### src/rtl/fifo_read_arbiter_pkg.sv
// Shared definitions for the FIFO read controllers: state encodings and the
// parameter consistency rule for grant index width.
package fifo_read_arbiter_pkg;

    localparam int unsigned STATE_W = 2;

    typedef enum logic [STATE_W-1:0] {
        IDLE   = 2'b00,
        GRANT  = 2'b01,
        UPDATE = 2'b10
    } state_t;

    function automatic bit id_w_matches(input int unsigned num_req, input int unsigned id_w);
        return (id_w == $clog2(num_req)) && (num_req >= 2) && (num_req <= 16);
    endfunction

endpackage

### src/rtl/fifo_read_arbiter_rr_priority_picker.sv
// Round-robin picker: finds the first set request at or after last_ptr+1,
// wrapping, by rotating, priority-encoding and un-rotating.
module rr_priority_picker
    import fifo_read_arbiter_pkg::*;
#(
    parameter int unsigned NUM_REQ = 4,
    parameter int unsigned ID_W    = 2
) (
    input  logic [NUM_REQ-1:0] req,
    input  logic [ID_W-1:0]    last_ptr,
    output logic               found,
    output logic [ID_W-1:0]    idx
);

    int unsigned         start_pos;
    int unsigned         pos;
    logic [NUM_REQ-1:0]  rot;

    always_comb begin
        start_pos = (32'(last_ptr) + 32'd1) % NUM_REQ;
        // rot[0] is the request at start_pos; the left shift is zero when start_pos is 0
        rot   = (req >> start_pos) | (req << (NUM_REQ - start_pos));
        found = 1'b0;
        pos   = 0;
        for (int unsigned i = 0; i < NUM_REQ; i++) begin
            if (!found && rot[i]) begin
                found = 1'b1;
                pos   = i;
            end
        end
        idx = ID_W'((start_pos + pos) % NUM_REQ);
    end

endmodule

### src/rtl/fifo_read_arbiter.sv
// Shares one FIFO read port among NUM_REQ consumers with round-robin grants;
// pulses r_cnt once after each completed read to advance the read pointer.
module fifo_read_arbiter
    import fifo_read_arbiter_pkg::*;
#(
    parameter int unsigned NUM_REQ = 4,
    parameter int unsigned ID_W    = 2
) (
    input  logic               clk,
    input  logic               rst,
    input  logic [NUM_REQ-1:0] r_en,
    input  logic               empty,
    output logic [NUM_REQ-1:0] valid,
    output logic               r_cnt,
    output logic [ID_W-1:0]    grant_id,
    output logic               busy
);

    if (!id_w_matches(NUM_REQ, ID_W)) begin : g_param_check
        $error("fifo_read_arbiter: ID_W must equal clog2(NUM_REQ), NUM_REQ in 2..16");
    end

    state_t          state;
    state_t          next_state;
    logic [ID_W-1:0] last_ptr;
    logic            pick_found;
    logic [ID_W-1:0] pick_idx;
    logic            load_grant;
    logic            cur_req;

    rr_priority_picker #(
        .NUM_REQ (NUM_REQ),
        .ID_W    (ID_W)
    ) u_picker (
        .req      (r_en),
        .last_ptr (last_ptr),
        .found    (pick_found),
        .idx      (pick_idx)
    );

    always_comb begin
        next_state = state;
        valid      = '0;
        r_cnt      = 1'b0;
        busy       = 1'b0;
        load_grant = 1'b0;
        cur_req    = |(r_en & (NUM_REQ'(1) << grant_id));
        case (state)
            IDLE: begin
                if (!empty && pick_found) begin
                    next_state = GRANT;
                    load_grant = 1'b1;
                end
            end
            GRANT: begin
                busy  = 1'b1;
                valid = NUM_REQ'(1) << grant_id;
                if (!cur_req) begin
                    next_state = UPDATE;
                end
            end
            UPDATE: begin
                busy       = 1'b1;
                r_cnt      = 1'b1;
                next_state = IDLE;
            end
            default: begin
                next_state = IDLE;
            end
        endcase
    end

    always_ff @(posedge clk or posedge rst) begin
        if (rst) begin
            state    <= IDLE;
            grant_id <= '0;
            last_ptr <= ID_W'(NUM_REQ - 1);
        end else begin
            state <= next_state;
            if (load_grant) begin
                grant_id <= pick_idx;
            end
            if (state == UPDATE) begin
                last_ptr <= grant_id;
            end
        end
    end

endmodule

### config.mk
export PLATFORM = sky130hd
export DESIGN_NAME = fifo_read_arbiter
export DESIGN_NICKNAME = d
export VERILOG_FILES = /design/src/rtl/fifo_read_arbiter_pkg.sv /design/src/rtl/fifo_read_arbiter_rr_priority_picker.sv /design/src/rtl/fifo_read_arbiter.sv
export SDC_FILE = /design/constraint.sdc
export NUM_CORES = 1
export LEC_CHECK = 0
export ABC_AREA = 1
export BUFFER_PORTS_ARGS = -buffer_cell sky130_fd_sc_hd__buf_2
export CAP_MARGIN = 20
export CORE_AREA = 2 2 39 41
export DETAILED_ROUTE_END_ITERATION = 8
export DIE_AREA = 0 0 41 43
export PLACE_DENSITY = 0.77
export SYNTH_ARGS = -nofsm -noshare
export SYNTH_HDL_FRONTEND = slang
export SYNTH_HIERARCHICAL = 1
export SYNTH_SLANG_ARGS = --single-unit
### constraint.sdc
create_clock -name clk -period 7.2 [get_ports clk]
set_clock_uncertainty 0.1 [all_clocks]
set_input_delay 0.72 -clock clk [delete_from_list [all_inputs] [get_ports clk]]
set_output_delay 0.72 -clock clk [all_outputs]
set_load 0.02 [all_outputs]
==> results_dict.tcl, run 1 <==
set metrics [dict create \
    pin_count 15 \
    cp.arrival_ns 2.73 \
    dp_hpwl_um 1208 \
    antenna_found_initial 0 \
    grt_pass1_wl_um 2497 \
    die_w_um 41 \
    first_iter_violations 10 \
    syn_area_um2 698.2 \
    nets 138 \
    fin_crit_ns 2.702 \
    antenna_left 0 \
    dieHeight_um 43 \
    dieArea_um2 1763 \
    cts-root-buf "clkbuf_4" \
    wire_per_inst_um 10.40 \
    grt_overflow 0 \
    slew_violations 0 \
    hold_class "in -> async" \
    hold_viol_final 0 \
    syn-num-nets 120 \
    critPathLaunchType "flop" \
    cts_resized 0 \
    path_common_cell "nand2_1" \
    num_rows 14 \
    crit_path_end_kind "flop" \
    avgSynthCellArea_um2 6.465 \
    routabilityCongestion 0.7275 \
    finalSetupViolCount 0 \
    critPathKind "reg -> reg" \
    syn_inst 108 \
    clk_latency_ns 0.25 \
    status "completed" \
    initial_core_util 0.5045 \
    synthToLayoutAreaGrowth_pct 15.05 \
    hold_buffers 0 \
    required_ns 7.23 \
    ys_seq_area_frac 0.2186 \
    cts_setup_buffers 0 \
    cts_made_buffers 3 \
    cp_cell_sequence "ha_1 -> inv_2 -> nand2_2 -> nand2_2 -> nand2_1 -> nand2_2 -> nand2_2 -> nor3_2 -> nand2_1 -> nand2_1 -> ha_1 -> xor2_1 -> inv_1 -> nand3_1 -> nand2_1 -> nand2_1 -> o21ai_0" \
    critPathSlowestCell "dfstp_2" \
    synth.distinct_cells 23 \
    fin_tns_setup_ns 0 \
    route.detailed.drc 0 \
    worstMarginPinSlew_ns 0.2886 \
    clkTransAtPathRegs_ns 0.05 \
    grt_max_degree 15 \
    drtPass1Iterations 4 \
    numClockSinks 6 \
    viasPerCell 4.965 \
    h-tree-depth 1 \
    n_antenna_cell 0 \
    io_buffers 14 \
    layout-drive-gt1-share 0.2960 \
    finalCritPeriodShare 0.3753 \
    fmax_mhz 370.1 \
    clk_path_buf_depth 2 \
    critical_path.max_fanout 14 \
    cpPeakStageDelay_ns 0.69 \
    most-common-layout-cells "35 x nand2_1, 14 x inv_1, 14 x buf_2" \
    ys_seq_elements 6 \
    rsz0062_at_grt "false" \
    slew_headroom 0.8056 \
    wirelength_um 1467 \
    layout.cells.most_common "nand2_1" \
    grt_pass1_vias 661 \
    yosysWarnings 6 \
    vias 700 \
    cap_violations 0 \
    core-area_um2 1384 \
    cts_tree "done" \
    grt_usage 0.2093 \
]
==> per-stage QoR <==
| step | hold WS, ns | area (µm²) | cells | util | setup WS, ns |
|---|---|---|---|---|---|
| global route | 0.2991 | 803.3 | 141 | 0.5805 | 4.283 |
| CTS | 0.2648 | 803.3 | 141 | 0.5805 | 4.502 |
| detailed placement | 0.4002 | 777.0 | 137 | 0.5615 | 4.515 |
| floorplan | 0.3656 | 698.2 | 108 | - | 4.891 |
| global placement | 0.3881 | 777.0 | 137 | 0.5615 | 4.534 |
| finish | 0.2684 | 803.3 | 141 | 0.5805 | 4.498 |
==> synthesized netlist by cell type <==
cell	number	area (µm²)
a21oi_1	2	10.01
buf_6	1	11.26
bufinv_8	1	17.52
dfrtp_1	4	100.1
dfstp_2	2	52.55
ha_1	5	62.56
inv_1	14	52.55
inv_2	3	11.26
nand2_1	35	131.4
nand2_2	8	50.05
nand2_4	1	11.26
nand3_1	10	50.05
nand3_2	1	10.01
nand4_1	1	6.260
nand4_2	1	12.51
nor2_1	4	15.01
nor3_1	4	20.02
nor3_2	1	10.01
o211ai_1	1	7.510
o21ai_0	4	20.02
o21ai_1	2	10.01
o21ai_2	2	17.52
xor2_1	1	8.760
==> logic make-up after synthesis <==
| kind of cell | after synthesis | synth area share |
|---|---|---|
| AND/OR/NAND/NOR | 66 | 0.4534 |
| buffers and inverters | 19 | 0.1326 |
| AO/OA/AOI/OAI | 11 | 0.09320 |
| flip-flops | 6 | 0.2186 |
| adder cells (fa/ha/maj) | 5 | 0.08961 |
| XOR/XNOR | 1 | 0.01255 |
==> registers in the layout, summed over array words and instances (netlist names) <==
register / count
grant_id: 2
last_ptr: 2
state: 2
==> metal layers <==
layer,share of wire,GRT usage,vias to the layer above
met3,0.026,0.03141,5
met5,0,0,-
met1,0.45,0.2303,304
li1,-,-,377
met4,0.024,0.1200,0
met2,0.50,0.3531,14
==> final timing paths <==
kind / from / end / slack (ns) / cells after the start
min in group clk: state[1]$_DFFE_PP0P_ / state[1]$_DFFE_PP0P_ / 0.40 / 2
max: last_ptr[0]$_DFFE_PP1P_ / grant_id[1]$_DFFE_PP0P_ / 4.50 / 17
min: rst / state[0]$_DFFE_PP0P_ / 0.27 / 2
max reg2reg: last_ptr[0]$_DFFE_PP1P_ / grant_id[1]$_DFFE_PP0P_ / 4.50 / 17
max in group asynchronous: rst / last_ptr[0]$_DFFE_PP1P_ / 6.47 / 2
min reg2reg: state[1]$_DFFE_PP0P_ / state[1]$_DFFE_PP0P_ / 0.40 / 2
==> area by class of cell <==
class / instances / area [µm²]
inverters: 18 / 81.33
fillers: 132 / 580.6
multi-input cells: 83 / 452.9
clock buffers: 4 / 26.28
well taps: 16 / 20.02
flip-flops and latches: 6 / 152.6
repair buffers: 14 / 70.07
==> worst max-delay path: cells and delay by family (launching register included) <==
family	cells	cell delay [ns]
flip-flops	1	0.69
AO/OA/AOI/OAI	1	0.08
adder cells (fa/ha/maj)	2	0.52
XOR/XNOR	1	0.19
buffers and inverters	2	0.21
AND/OR/NAND/NOR	11	0.81
Power of run 1 is left out: the tool's default activity adds up to more than one toggle a clock period on the data nets, which glitch-free logic cannot reach.
==> run 2: changes to the inputs <==
Settings changed: CORE_AREA 2 2 39 41 to unset, CORE_UTILIZATION set to 52, DIE_AREA 0 0 41 43 to unset.
Clock period 7.2 ns to 2.65 ns, I/O delays scaled along.
==> results_dict.tcl, run 2 (same netlist as run 1, synthesis figures left out) <==
set metrics [dict create \
    cts_made_buffers 3 \
    initial_core_util 0.5962 \
    viasPerCell 5.190 \
    core-area_um2 1171 \
    dieHeight_um 38.64 \
    hold_depth 6 \
    multi_input_comb_area_um2 469.2 \
    antenna_left 0 \
    first_iter_violations 21 \
    critical_path.max_fanout 6 \
    fin_area_um2 844.6 \
    n_antenna_cell 0 \
    route.detailed.drc 0 \
    grt_max_degree 14 \
    reg2reg_slack_ns 0.19 \
    wirelength_um 1524 \
    drtPass1Iterations 4 \
    hold-path-endpoint "state[0]$_DFFE_PP0P_" \
    grt_usage 0.2500 \
    numClockSinks 6 \
    dp_hpwl_um 1139 \
    num_rows 12 \
    cp_cell_sequence "ha_2 -> inv_4 -> nand2_1 -> nand3_1 -> nand2_1 -> nand2_2 -> nand2_2 -> nor3_4 -> nand2_1 -> nand2_1 -> ha_1 -> xor2_2 -> inv_1 -> nand3_1 -> nand2_1 -> nand2_1 -> o21ai_0" \
    nets 141 \
    worstMarginPinSlew_ns 0.3505 \
    r2r-start "last_ptr[0]$_DFFE_PP1P_" \
    pre_cts_slack_ns 0.1731 \
    regArea_um2 152.6 \
    clk_path_buf_depth 2 \
    ff2ff_path_depth 17 \
    fillerInstances 112 \
    cap_violations 0 \
    cts_tree "done" \
    cpPeakStageDelay_ns 0.54 \
    hold_class "in -> reg" \
    wire_per_inst_um 10.73 \
    required_ns 2.68 \
    antenna_found_initial 0 \
    hold_path.startpoint "empty" \
    crit_path_end_kind "flop" \
    grt_pass1_wl_um 2477 \
    vias 737 \
    synthToLayoutAreaGrowth_pct 20.97 \
    routabilityCongestion 0.8271 \
    finalSetupViolCount 0 \
    clkTransAtPathRegs_ns 0.05 \
    slew_headroom 0.7647 \
    clk_latency_ns 0.25 \
    fin_crit_ns 2.461 \
    status "completed" \
    most-common-layout-cells "35 x nand2_1, 14 x inv_1, 14 x buf_2" \
    fmax_mhz 406.3 \
    post-route-util 0.7212 \
    slew_violations 0 \
    setup_slack_ns 0.1888 \
    layout-drive-gt1-share 0.3203 \
    die_w_um 38.64 \
    reg2reg_to "grant_id[1]$_DFFE_PP0P_" \
    layout.cells.most_common "nand2_1" \
    dpl_cell_area_um2 782.0 \
    pin_count 15 \
    critPathSlowestCell "dfstp_2" \
    dieArea_um2 1493 \
    cp.arrival_ns 2.50 \
    finalCritPeriodShare 0.9287 \
    cts-root-buf "clkbuf_4" \
    grt_overflow 0 \
    h-tree-depth 1 \
    critPathKind "reg -> reg" \
    hold_viol_final 0 \
    reg_top3 "grant_id (2), last_ptr (2), state (2)" \
    grt_pass1_vias 565 \
    path_common_cell "nand2_1" \
    fin_tns_setup_ns 0 \
    io_buffers 14 \
    critPathLaunchType "flop" \
]
## run 2: changes by cell type in the layout (fill, tap and decap cells not counted), sizes merged
cell / before / now
buf: 14 / 16
dlygate4sd3: 0 / 1
## run 2: layout make-up
type | instances | area share
Clock buffer | 4 | 0.03111
Inverter | 18 | 0.09926
Multi-Input combinational cell | 83 | 0.5556
Sequential cell | 6 | 0.1807
Tap cell | 14 | 0.02074
Timing Repair Buffer | 17 | 0.1126
## run 2: worst max path at each step
stage | start | endpoint | slack, ns
after floorplan | last_ptr[0]$_DFFE_PP1P_ | grant_id[1]$_DFFE_PP0P_ | 0.34
after global placement | last_ptr[1]$_DFFE_PP1P_ | grant_id[1]$_DFFE_PP0P_ | 0.20
final | last_ptr[0]$_DFFE_PP1P_ | grant_id[1]$_DFFE_PP0P_ | 0.19
after CTS | last_ptr[0]$_DFFE_PP1P_ | grant_id[1]$_DFFE_PP0P_ | 0.15
after detailed placement | last_ptr[0]$_DFFE_PP1P_ | grant_id[1]$_DFFE_PP0P_ | 0.17
after global routing | last_ptr[0]$_DFFE_PP1P_ | grant_id[1]$_DFFE_PP0P_ | -0.01
## run 2: worst max-delay path: cells and delay by family, from the launching register on
family / cells / cell delay, ns
AND/OR/NAND/NOR: 11 / 0.79
AO/OA/AOI/OAI: 1 / 0.07
buffers and inverters: 2 / 0.16
XOR/XNOR: 1 / 0.17
adder cells (fa/ha/maj): 2 / 0.50
flip-flops: 1 / 0.54
## run 2: stage by stage
step / hold WS, ns / cells
5_1_grt: 0.3222 / 142
2_1_floorplan: -0.04549 / 108
4_1_cts: 0.2866 / 141
3_5_place_dp: 0.09603 / 136
3_3_place_gp: 0.08603 / 136
6_report: 0.2850 / 142
## run 2: routing by layer
layer / GRT usage / vias up / part of all wire
li1: - / 385 / -
met1: 0.3675 / 328 / 0.47
met2: 0.3333 / 22 / 0.46
met3: 0.08671 / 2 / 0.058
met4: 0.07759 / 0 / 0.0085
met5: 0 / - / 0
## run 2: what timing repair did
item | CTS | global route
endpoints found under the hold margin | 4 | 0
gates resized for setup | 0 | 4
setup buffers | 0 | 1
endpoints found under the setup margin | 0 | 1
hold buffers | 1 | 0
Power of run 2 is left out for the same reason.
